--- src/rtl/pa_fpu.sv ---
// Shared FPU definitions: operation codes, request-sequencer states and the
// FPU register map used by the byte-wide chip-select bus.
package pa_fpu;

  typedef enum logic [3:0] {
    op_add = 4'h0,
    op_sub = 4'h1,
    op_mul = 4'h2,
    op_div = 4'h3
  } e_fpu_operation;

  typedef enum logic [2:0] {
    IDLE,
    GRANT,
    WR_SETUP,
    WR_STROBE,
    SETTLE,
    RD_SETUP,
    RD_SAMPLE,
    DONE
  } e_fpu_seq_state;

  localparam logic [5:0] FPU_ADDR_A0   = 6'd0;
  localparam logic [5:0] FPU_ADDR_B0   = 6'd4;
  localparam logic [5:0] FPU_ADDR_OP   = 6'd8;
  localparam logic [5:0] FPU_ADDR_RES0 = 6'd9;

  function automatic logic fpu_op_valid(input logic [3:0] op);
    case (op)
      op_add, op_sub, op_mul, op_div: return 1'b1;
      default:                        return 1'b0;
    endcase
  endfunction

endpackage

--- src/rtl/fpu_rr_arb2.sv ---
// Two-way round-robin arbiter: a lone request wins, a tie goes to the
// requester that was not granted last time.
module fpu_rr_arb2 (
  input  logic [1:0] req,
  input  logic       last,
  output logic [1:0] gnt
);

  always_comb begin
    gnt = req;
    if (req == 2'b11) begin
      gnt = last ? 2'b01 : 2'b10;
    end
  end

endmodule

--- src/rtl/fpu_req_sequencer.sv ---
// Two-port front end for the memory-mapped FPU: arbitrates, writes operand and
// op bytes, waits for the FPU to settle, then reads back the 32-bit result.
module fpu_req_sequencer
  import pa_fpu::*;
#(
  parameter int unsigned SETTLE_CYCLES = 4
) (
  input  logic        clk,
  input  logic        arst_n,
  input  logic        req_0,
  input  logic        req_1,
  input  logic [31:0] a_0,
  input  logic [31:0] a_1,
  input  logic [31:0] b_0,
  input  logic [31:0] b_1,
  input  logic [3:0]  op_0,
  input  logic [3:0]  op_1,
  output logic        ack_0,
  output logic        ack_1,
  output logic        done_0,
  output logic        done_1,
  output logic [31:0] result,
  output logic        err,
  output logic        busy,
  output logic [5:0]  fpu_addr,
  output logic [7:0]  fpu_data_out,
  input  logic [7:0]  fpu_data_in,
  output logic        fpu_cs_n,
  output logic        fpu_wr_n,
  output logic        fpu_rd_n
);

  localparam logic [7:0] SETTLE_LOAD = 8'(SETTLE_CYCLES - 1);

  e_fpu_seq_state state_reg, state_next;
  logic        winner_reg;
  logic        last_reg;
  logic [31:0] a_reg, b_reg;
  logic [3:0]  op_reg;
  logic [3:0]  idx_reg;
  logic [1:0]  ridx_reg;
  logic [7:0]  cnt_reg;
  logic [31:0] result_reg;
  logic        err_reg;
  logic [1:0]  gnt;
  logic [3:0]  sel_op;
  logic [7:0]  wr_byte;

  fpu_rr_arb2 u_arb (
    .req  ({req_1, req_0}),
    .last (last_reg),
    .gnt  (gnt)
  );

  assign sel_op = winner_reg ? op_1 : op_0;
  assign result = result_reg;
  assign busy   = (state_reg != IDLE);
  assign err    = (state_reg == DONE) && err_reg;

  // Operand bytes go out least-significant first, A then B, then the op code.
  always_comb begin
    wr_byte = {4'h0, op_reg};
    if (idx_reg < FPU_ADDR_B0[3:0]) begin
      wr_byte = a_reg[{idx_reg[1:0], 3'b000} +: 8];
    end else if (idx_reg < FPU_ADDR_OP[3:0]) begin
      wr_byte = b_reg[{idx_reg[1:0], 3'b000} +: 8];
    end
  end

  always_ff @(posedge clk or negedge arst_n) begin
    if (!arst_n) begin
      state_reg  <= IDLE;
      winner_reg <= 1'b0;
      last_reg   <= 1'b1;
      a_reg      <= '0;
      b_reg      <= '0;
      op_reg     <= '0;
      idx_reg    <= '0;
      ridx_reg   <= '0;
      cnt_reg    <= '0;
      result_reg <= '0;
      err_reg    <= 1'b0;
    end else begin
      state_reg <= state_next;
      case (state_reg)
        IDLE: begin
          if (|gnt) winner_reg <= gnt[1];
        end
        GRANT: begin
          a_reg    <= winner_reg ? a_1 : a_0;
          b_reg    <= winner_reg ? b_1 : b_0;
          op_reg   <= sel_op;
          last_reg <= winner_reg;
          err_reg  <= !fpu_op_valid(sel_op);
          idx_reg  <= '0;
          ridx_reg <= '0;
        end
        WR_STROBE: begin
          if (idx_reg == FPU_ADDR_OP[3:0]) cnt_reg <= SETTLE_LOAD;
          else                             idx_reg <= idx_reg + 4'd1;
        end
        SETTLE: begin
          if (cnt_reg != 8'd0) cnt_reg <= cnt_reg - 8'd1;
        end
        RD_SAMPLE: begin
          result_reg[{ridx_reg, 3'b000} +: 8] <= fpu_data_in;
          ridx_reg <= ridx_reg + 2'd1;
        end
        default: ;
      endcase
    end
  end

  always_comb begin
    state_next   = state_reg;
    ack_0        = 1'b0;
    ack_1        = 1'b0;
    done_0       = 1'b0;
    done_1       = 1'b0;
    fpu_cs_n     = 1'b1;
    fpu_wr_n     = 1'b1;
    fpu_rd_n     = 1'b1;
    fpu_addr     = '0;
    fpu_data_out = '0;
    case (state_reg)
      IDLE: begin
        if (|gnt) state_next = GRANT;
      end
      GRANT: begin
        ack_0      = !winner_reg;
        ack_1      = winner_reg;
        state_next = fpu_op_valid(sel_op) ? WR_SETUP : DONE;
      end
      WR_SETUP: begin
        fpu_cs_n     = 1'b0;
        fpu_addr     = FPU_ADDR_A0 + {2'b00, idx_reg};
        fpu_data_out = wr_byte;
        state_next   = WR_STROBE;
      end
      WR_STROBE: begin
        fpu_cs_n     = 1'b0;
        fpu_wr_n     = 1'b0;
        fpu_addr     = FPU_ADDR_A0 + {2'b00, idx_reg};
        fpu_data_out = wr_byte;
        state_next   = (idx_reg == FPU_ADDR_OP[3:0]) ? SETTLE : WR_SETUP;
      end
      SETTLE: begin
        if (cnt_reg == 8'd0) state_next = RD_SETUP;
      end
      RD_SETUP: begin
        fpu_cs_n   = 1'b0;
        fpu_addr   = FPU_ADDR_RES0 + {4'b0000, ridx_reg};
        state_next = RD_SAMPLE;
      end
      RD_SAMPLE: begin
        fpu_cs_n   = 1'b0;
        fpu_rd_n   = 1'b0;
        fpu_addr   = FPU_ADDR_RES0 + {4'b0000, ridx_reg};
        state_next = (ridx_reg == 2'd3) ? DONE : RD_SETUP;
      end
      DONE: begin
        done_0     = !winner_reg;
        done_1     = winner_reg;
        state_next = IDLE;
      end
      default: state_next = IDLE;
    endcase
  end

endmodule

--- config.mk ---
export PLATFORM = sky130hd
export DESIGN_NAME = fpu_req_sequencer
export DESIGN_NICKNAME = d
export VERILOG_FILES = /design/src/rtl/pa_fpu.sv /design/src/rtl/fpu_rr_arb2.sv /design/src/rtl/fpu_req_sequencer.sv
export SDC_FILE = /design/constraint.sdc
export NUM_CORES = 1
export LEC_CHECK = 0
export CORE_MARGIN = 2
export CORE_UTILIZATION = 52
export CTS_BUF_LIST = sky130_fd_sc_hd__clkbuf_8
export DETAILED_ROUTE_END_ITERATION = 8
export PLACE_DENSITY = 0.87
export SLEW_MARGIN = 20
export SYNTH_ARGS = -nofsm -noshare
export SYNTH_HDL_FRONTEND = slang
export SYNTH_SLANG_ARGS = --single-unit
--- constraint.sdc ---
create_clock -name clk -period 3.7 [get_ports clk]
set_clock_uncertainty 0.15 [all_clocks]
set_input_delay 0.74 -clock clk [delete_from_list [all_inputs] [get_ports clk]]
set_output_delay 0.74 -clock clk [all_outputs]
set_load 0.01 [all_outputs]
==> impl_metrics.tcl, run 1 <==
set metrics [dict create \
    status "complete, no violations" \
    async_flop_share_pct 100 \
    crit_path_end_kind "output port" \
    io_pins 203 \
    synth_top_cell_area_share_pct 47.6 \
    grt_overflow_total 0 \
    cp_num_buf_inv 2 \
    ys_warn_count 0 \
    fp.dieArea_sq_um 12900 \
    critPathMaxFanout 11 \
    maxCapViolCount 0 \
    drive_above_1_share_pct 7.20 \
    yosysTopAreaCell "dfrtp_1" \
    insertion_delay_ps 440 \
    period_share_pct 94.4 \
    pwr-share-comb_pct 44.8 \
    first_pass_iters 5 \
    swShare_pct 38.1 \
    worst_pin_slew_ps 937 \
    n_antenna_cell 0 \
    ys.flop_type "dfrtp_1" \
    core_area_sq_um 11900 \
    dp_cells 948 \
    dp_hpwl_um 12400 \
    hold_path_class "in -> async" \
    detail-route-antenna-nets 0 \
    grt_first_pass_wirelength_um 26000 \
    ys_seq_elements 120 \
    slew_headroom_pct 37.4 \
    final_max_slew_viol_count 0 \
    critPathSlowestCell "mux4_2" \
    die_w_um 114 \
    antenna_found_initial 0 \
    dp_slack_ps 656 \
    yosysUniqueCellTypes 51 \
    initial_utilization_pct 52.8 \
    p_leak_nw 3.83 \
    stdcell_count 980 \
    fmax_mhz 286 \
    rows 40 \
    syn_to_final_growth_pct 39.2 \
    report.final.setup_viol 0 \
    wl_per_cell_um 16.6 \
    synth_area_leaders "dfrtp_1 48%, mux2i_1 12%, nand2_1 9.6%" \
    syn_avg_cell_area_sq_um 9.80 \
    startpoint_type "flip-flop" \
    die_h_um 114 \
    cts_hold_buf 0 \
    path_cells "buf_4 > mux4_2 > o21ai_0 > a21oi_1 > clkdlybuf4s50_1" \
    clkSinkCount 120 \
    cts_resized 0 \
    gp_congestion 0.867 \
    routed_via_density 5.47 \
    crit_family "buffers and inverters" \
    vias 5359 \
    clockRootBuffer "clkbuf_8" \
    required_ps 2810 \
    critPathKind "reg -> out" \
    fin_crit_ps 3490 \
    intPower_mw 4.25 \
    seq_power_share_pct 36.5 \
    cts_buffers 17 \
    syn_area_sq_um 6260 \
    grt_pass1_vias 5312 \
    io_buffers 200 \
    irDropWorstVdd_v 0.000351 \
    synth_edf_count 0 \
    ys_seq_area_share_pct 48.0 \
    syn_inst 639 \
    grt_max_degree 84 \
    wirelength_um 16300 \
    cts.path.max_buffers 2 \
    slowest_delay_ps 560 \
    track_usage_pct 26.1 \
    post-route-drc-count 0 \
    nets 977 \
    fin_ws_ps 205 \
    clk_pin_slew_ps 70 \
    rsz0062_at_grt "no" \
    post_cts_buffers 0 \
    fin_hold_ws_ps 160 \
    powerDensity_nw_per_um2 787 \
    cts_tree "done" \
    pwr-share-clk_pct 18.7 \
    ctsHtreeMaxLevel 4 \
    fin_setup_tns_ps 0 \
    worst-endpoint-arrival_ps 2600 \
    drt-initial-drc-count 416 \
    finalHoldViolCount 0 \
    switchingPower_mw 2.61 \
]
kinds of logic after synthesis:
group	after synthesis	synth area share, %
flip-flops	120	48.0
buffers and inverters	58	4.52
other	1	0.0599
multiplexers	89	16.8
AO/OA/AOI/OAI	141	12.9
XOR/XNOR	5	0.699
AND/OR/NAND/NOR	216	15.2
adder cells (fa/ha/maj)	9	1.80
worst reg2reg max path: cells and delay by family, from the launching register on:
kind                   cells  cell delay (ps)
and+or+nand+nor            1              230
buffers and inverters      2             1050
DFF                        1              650
AOI/OAI and AO/OA          1              270
routing by layer:
layer	share of wire, %	global-route usage (%)
met5	0	0
met4	2.7	9.35
met3	6.1	5.79
met2	51	45.5
met1	40	32.2
power by group through the flow:
stage	registers [mW]	logic [mW]	clock network (mW)
after global routing	2.58	3.39	1.36
final	2.51	3.07	1.28
after floorplan	2.30	2.05	0
after detailed placement	2.52	3.05	0
after CTS	2.50	3.08	1.29
after global placement	2.46	2.93	0
worst paths after layout:
check	from	endpoint	slack (ps)	cells past startpoint
setup / recovery	idx_reg[0]$_DFFE_PN0P_	fpu_data_out[0]	210	5
min in group clk	result[31]$_DFFE_PN0P_	result[31]$_DFFE_PN0P_	330	2
setup reg to reg	state_reg[2]$_DFFE_PN0P_	a_reg[6]$_DFFE_PN0P_	1180	4
max in group asynchronous	arst_n	a_reg[1]$_DFFE_PN0P_	2440	2
hold reg to reg	result[31]$_DFFE_PN0P_	result[31]$_DFFE_PN0P_	330	2
hold / removal	arst_n	cnt_reg[4]$_DFFE_PN0P_	160	1
cells in the final DEF (no fill, tap or decap), types with 2 or more instances in the layout:
master             n
a21o_1             2
a32o_1             2
nand2b_1           3
a21oi_1            9
nor3_1             6
conb_1             2
o31ai_1            3
nor3b_1            3
o211ai_1           3
bufinv_16          4
nor2b_1            6
mux4_2            13
and4_1             2
clkinvlp_4         2
ha_1               9
a221oi_1           3
clkbuf_8          20
buf_4              7
dfrtp_1          118
mux2i_1           76
inv_1             17
o21ai_0          111
clkdlybuf4s50_1  199
and2_1             3
or2_2              2
xor2_1             4
nor2_1            11
nand2_1          160
nand3_1            9
per-stage QoR:
step | util, % | total power, mW | area (sq um)
6_report | 73.5 | 6.86 | 8720
5_1_grt | 73.5 | 7.33 | 8720
4_1_cts | 73.5 | 6.87 | 8720
3_5_place_dp | 69.8 | 5.57 | 8280
3_3_place_gp | 69.8 | 5.39 | 8280
2_1_floorplan | - | 4.36 | 6260
Yosys cell counts, types with 3 or more instances:
library cell and count:
ha_1 9, nor2b_1 6, clkbuf_1 14, o31ai_1 3, nand2_1 160, dfrtp_1 119, nor3_1 6, buf_4 3
a221oi_1 3, nand3_1 9, mux4_2 13, mux2i_1 76, nor2_1 11, o211ai_1 3, nand2b_1 3, buf_6 3
a21oi_1 9, and2_1 3, nor3b_1 3, inv_1 12, buf_2 24, xor2_1 4, o21ai_0 111
cell type report:
cell class              instances  area [sq um]
inverters                      12          45.0
repair buffers                207          2060
clock inverters                12           159
fillers                       792          3140
well taps                     147           184
multi-input cells             462          2980
clock buffers                  20           275
flip-flops and latches        120          3010
No activity file was read; power rests on OpenSTA's default activity.
==> run 2: changes to the inputs <==
==> constraint.sdc (replaced) <==
create_clock -name clk -period 4.2 [get_ports clk]
set_clock_uncertainty 0.15 [all_clocks]
set_input_delay 0.84 -clock clk [delete_from_list [all_inputs] [get_ports clk]]
set_output_delay 0.84 -clock clk [all_outputs]
set_load 0.01 [all_outputs]
==> run 2 against run 1 <==
Global-route usage up 0.62 points. Via count is 1.0% higher. Worst hold slack improved by 140 ps. First-iteration DRC count grew 15%. Design area shrank 0.95%. Cell count is 0.10% lower. Sequential share of layout area up 0.33 points. Count of clock-buffer cells in the layout fell by 2. Non-clock buffer count decreased by 1. Critical path type unchanged. Largest cell class unchanged.
==> impl_metrics.tcl, run 2 (synthesis gave the netlist of run 1 again) <==
set metrics [dict create \
    cts_tree "done" \
    track_usage_pct 26.7 \
    report.final.setup_viol 0 \
    status "complete, no violations" \
    routed_via_density 5.53 \
    die_h_um 114 \
    wirelength_um 16600 \
    ctsHtreeMaxLevel 4 \
    gp_congestion 0.880 \
    final_common_cell "clkdlybuf4s50_1" \
    grt_first_pass_wirelength_um 26500 \
    clkSinkCount 120 \
    cts_resized 0 \
    grt_pass1_vias 5372 \
    fin_crit_ps 3760 \
    finalHoldViolCount 0 \
    clk_pin_slew_ps 70 \
    required_ps 3210 \
    rsz0062_at_grt "no" \
    startpoint_type "flip-flop" \
    first_pass_iters 5 \
    nets 976 \
    clockRootBuffer "clkbuf_8" \
    post_cts_buffers 0 \
    rows 40 \
    fp.dieArea_sq_um 12900 \
    dp_hpwl_um 12700 \
    powerDensity_nw_per_um2 683 \
    worst-endpoint-arrival_ps 2770 \
    irDropWorstVdd_v 0.000363 \
    fillers 842 \
    final_max_slew_viol_count 0 \
    drt-initial-drc-count 479 \
    post-route-drc-count 0 \
    core_area_sq_um 11900 \
    cts.path.max_buffers 2 \
    critPathKind "reg -> out" \
    grt_overflow_total 0 \
    antenna_found_initial 0 \
    grt_max_degree 137 \
    initial_utilization_pct 52.8 \
    hold_path_class "in -> async" \
    layout_common_cells "199 x clkdlybuf4s50_1, 160 x nand2_1, 118 x dfrtp_1, 111 x o21ai_0, 76 x mux2i_1" \
    io_pins 203 \
    slew_headroom_pct 37.7 \
    n_antenna_cell 0 \
    crit_path_end_kind "output port" \
    fmax_mhz 266 \
    period_share_pct 89.5 \
    detail-route-antenna-nets 0 \
    insertion_delay_ps 430 \
    syn_to_final_growth_pct 37.9 \
    cts_buffers 17 \
    vias 5415 \
    fin_hold_ws_ps 302 \
    wl_per_cell_um 17.0 \
    die_w_um 114 \
    crit_start "idx_reg[0]$_DFFE_PN0P_" \
    reg2reg_from "ridx_reg[0]$_DFFE_PN0P_" \
    p_leak_nw 3.80 \
    fin_setup_tns_ps 0 \
    io_buffers 200 \
    worst_pin_slew_ps 933 \
    cts_hold_buf 0 \
    drive_above_1_share_pct 7.21 \
    maxCapViolCount 0 \
    critPathMaxFanout 17 \
]
==> run 2: cell types whose count changed in the layout (fill, tap and decap cells not counted) <==
cell,before,now
clkinv_2,1,7
buf_4,7,5
buf_6,0,2
bufinv_16,4,2
clkbuf_8,20,18
a2111oi_0,0,1
a2111oi_1,1,0
buf_12,1,0
clkinvlp_4,2,1
inv_1,17,16
==> run 2: final timing paths <==
path,end,slack [ps],cells after the start
min,result[12]$_DFFE_PN0P_,300,1
max in group asynchronous,result[18]$_DFFE_PN0P_,2830,2
min reg2reg,result[2]$_DFFE_PN0P_,330,2
max,fpu_data_out[1],440,6
min in group clk,result[2]$_DFFE_PN0P_,330,2
max reg2reg,result[0]$_DFFE_PN0P_,1780,5
==> run 2: critical path, stage by stage (launching register included) <==
cell             delay [ps]
dfrtp_1                 600
buf_4                   350
mux2i_1                 130
a221oi_1                280
o21ai_0                 150
a21oi_1                 240
clkdlybuf4s50_1         590
==> run 2: metrics by stage <==
step                area, sq um  worst slack (ps)  total power [mW]  util (%)  std cells
finish                     8630               442              5.90      72.8        979
global placement           8260               971              4.76      69.7        947
global route               8630               269              6.30      72.8        979
detailed placement         8260               921              4.91      69.7        947
floorplan                  6260              1680              3.84         -        640
CTS                        8630               441              5.91      72.7        979
==> run 2: cell type report <==
class                           count  area, sq um  share of cell area, %
Timing Repair Buffer              206         2050                   23.8
Inverter                           12         45.0                  0.522
Clock inverter                     14          118                   1.36
Clock buffer                       18          248                   2.87
Tap cell                          147          184                   2.13
Multi-Input combinational cell    462         2980                   34.5
Sequential cell                   120         3010                   34.8
==> run 2: layer usage <==
metal / share of wire [%] / wire (um) / up-vias / GRT usage [%]
met5: 0 / 0 / - / 0
met4: 3.1 / 521 / 0 / 11.3
met3: 6.5 / 1090 / 42 / 5.05
met2: 52 / 8720 / 259 / 47.7
met1: 38 / 6320 / 2554 / 31.8
li1: - / - / 2560 / -
==> run 2: power by group <==
part           internal, mW  switching (mW)
Combinational          1.33            1.35
Clock                 0.525           0.452
Sequential             1.72           0.524
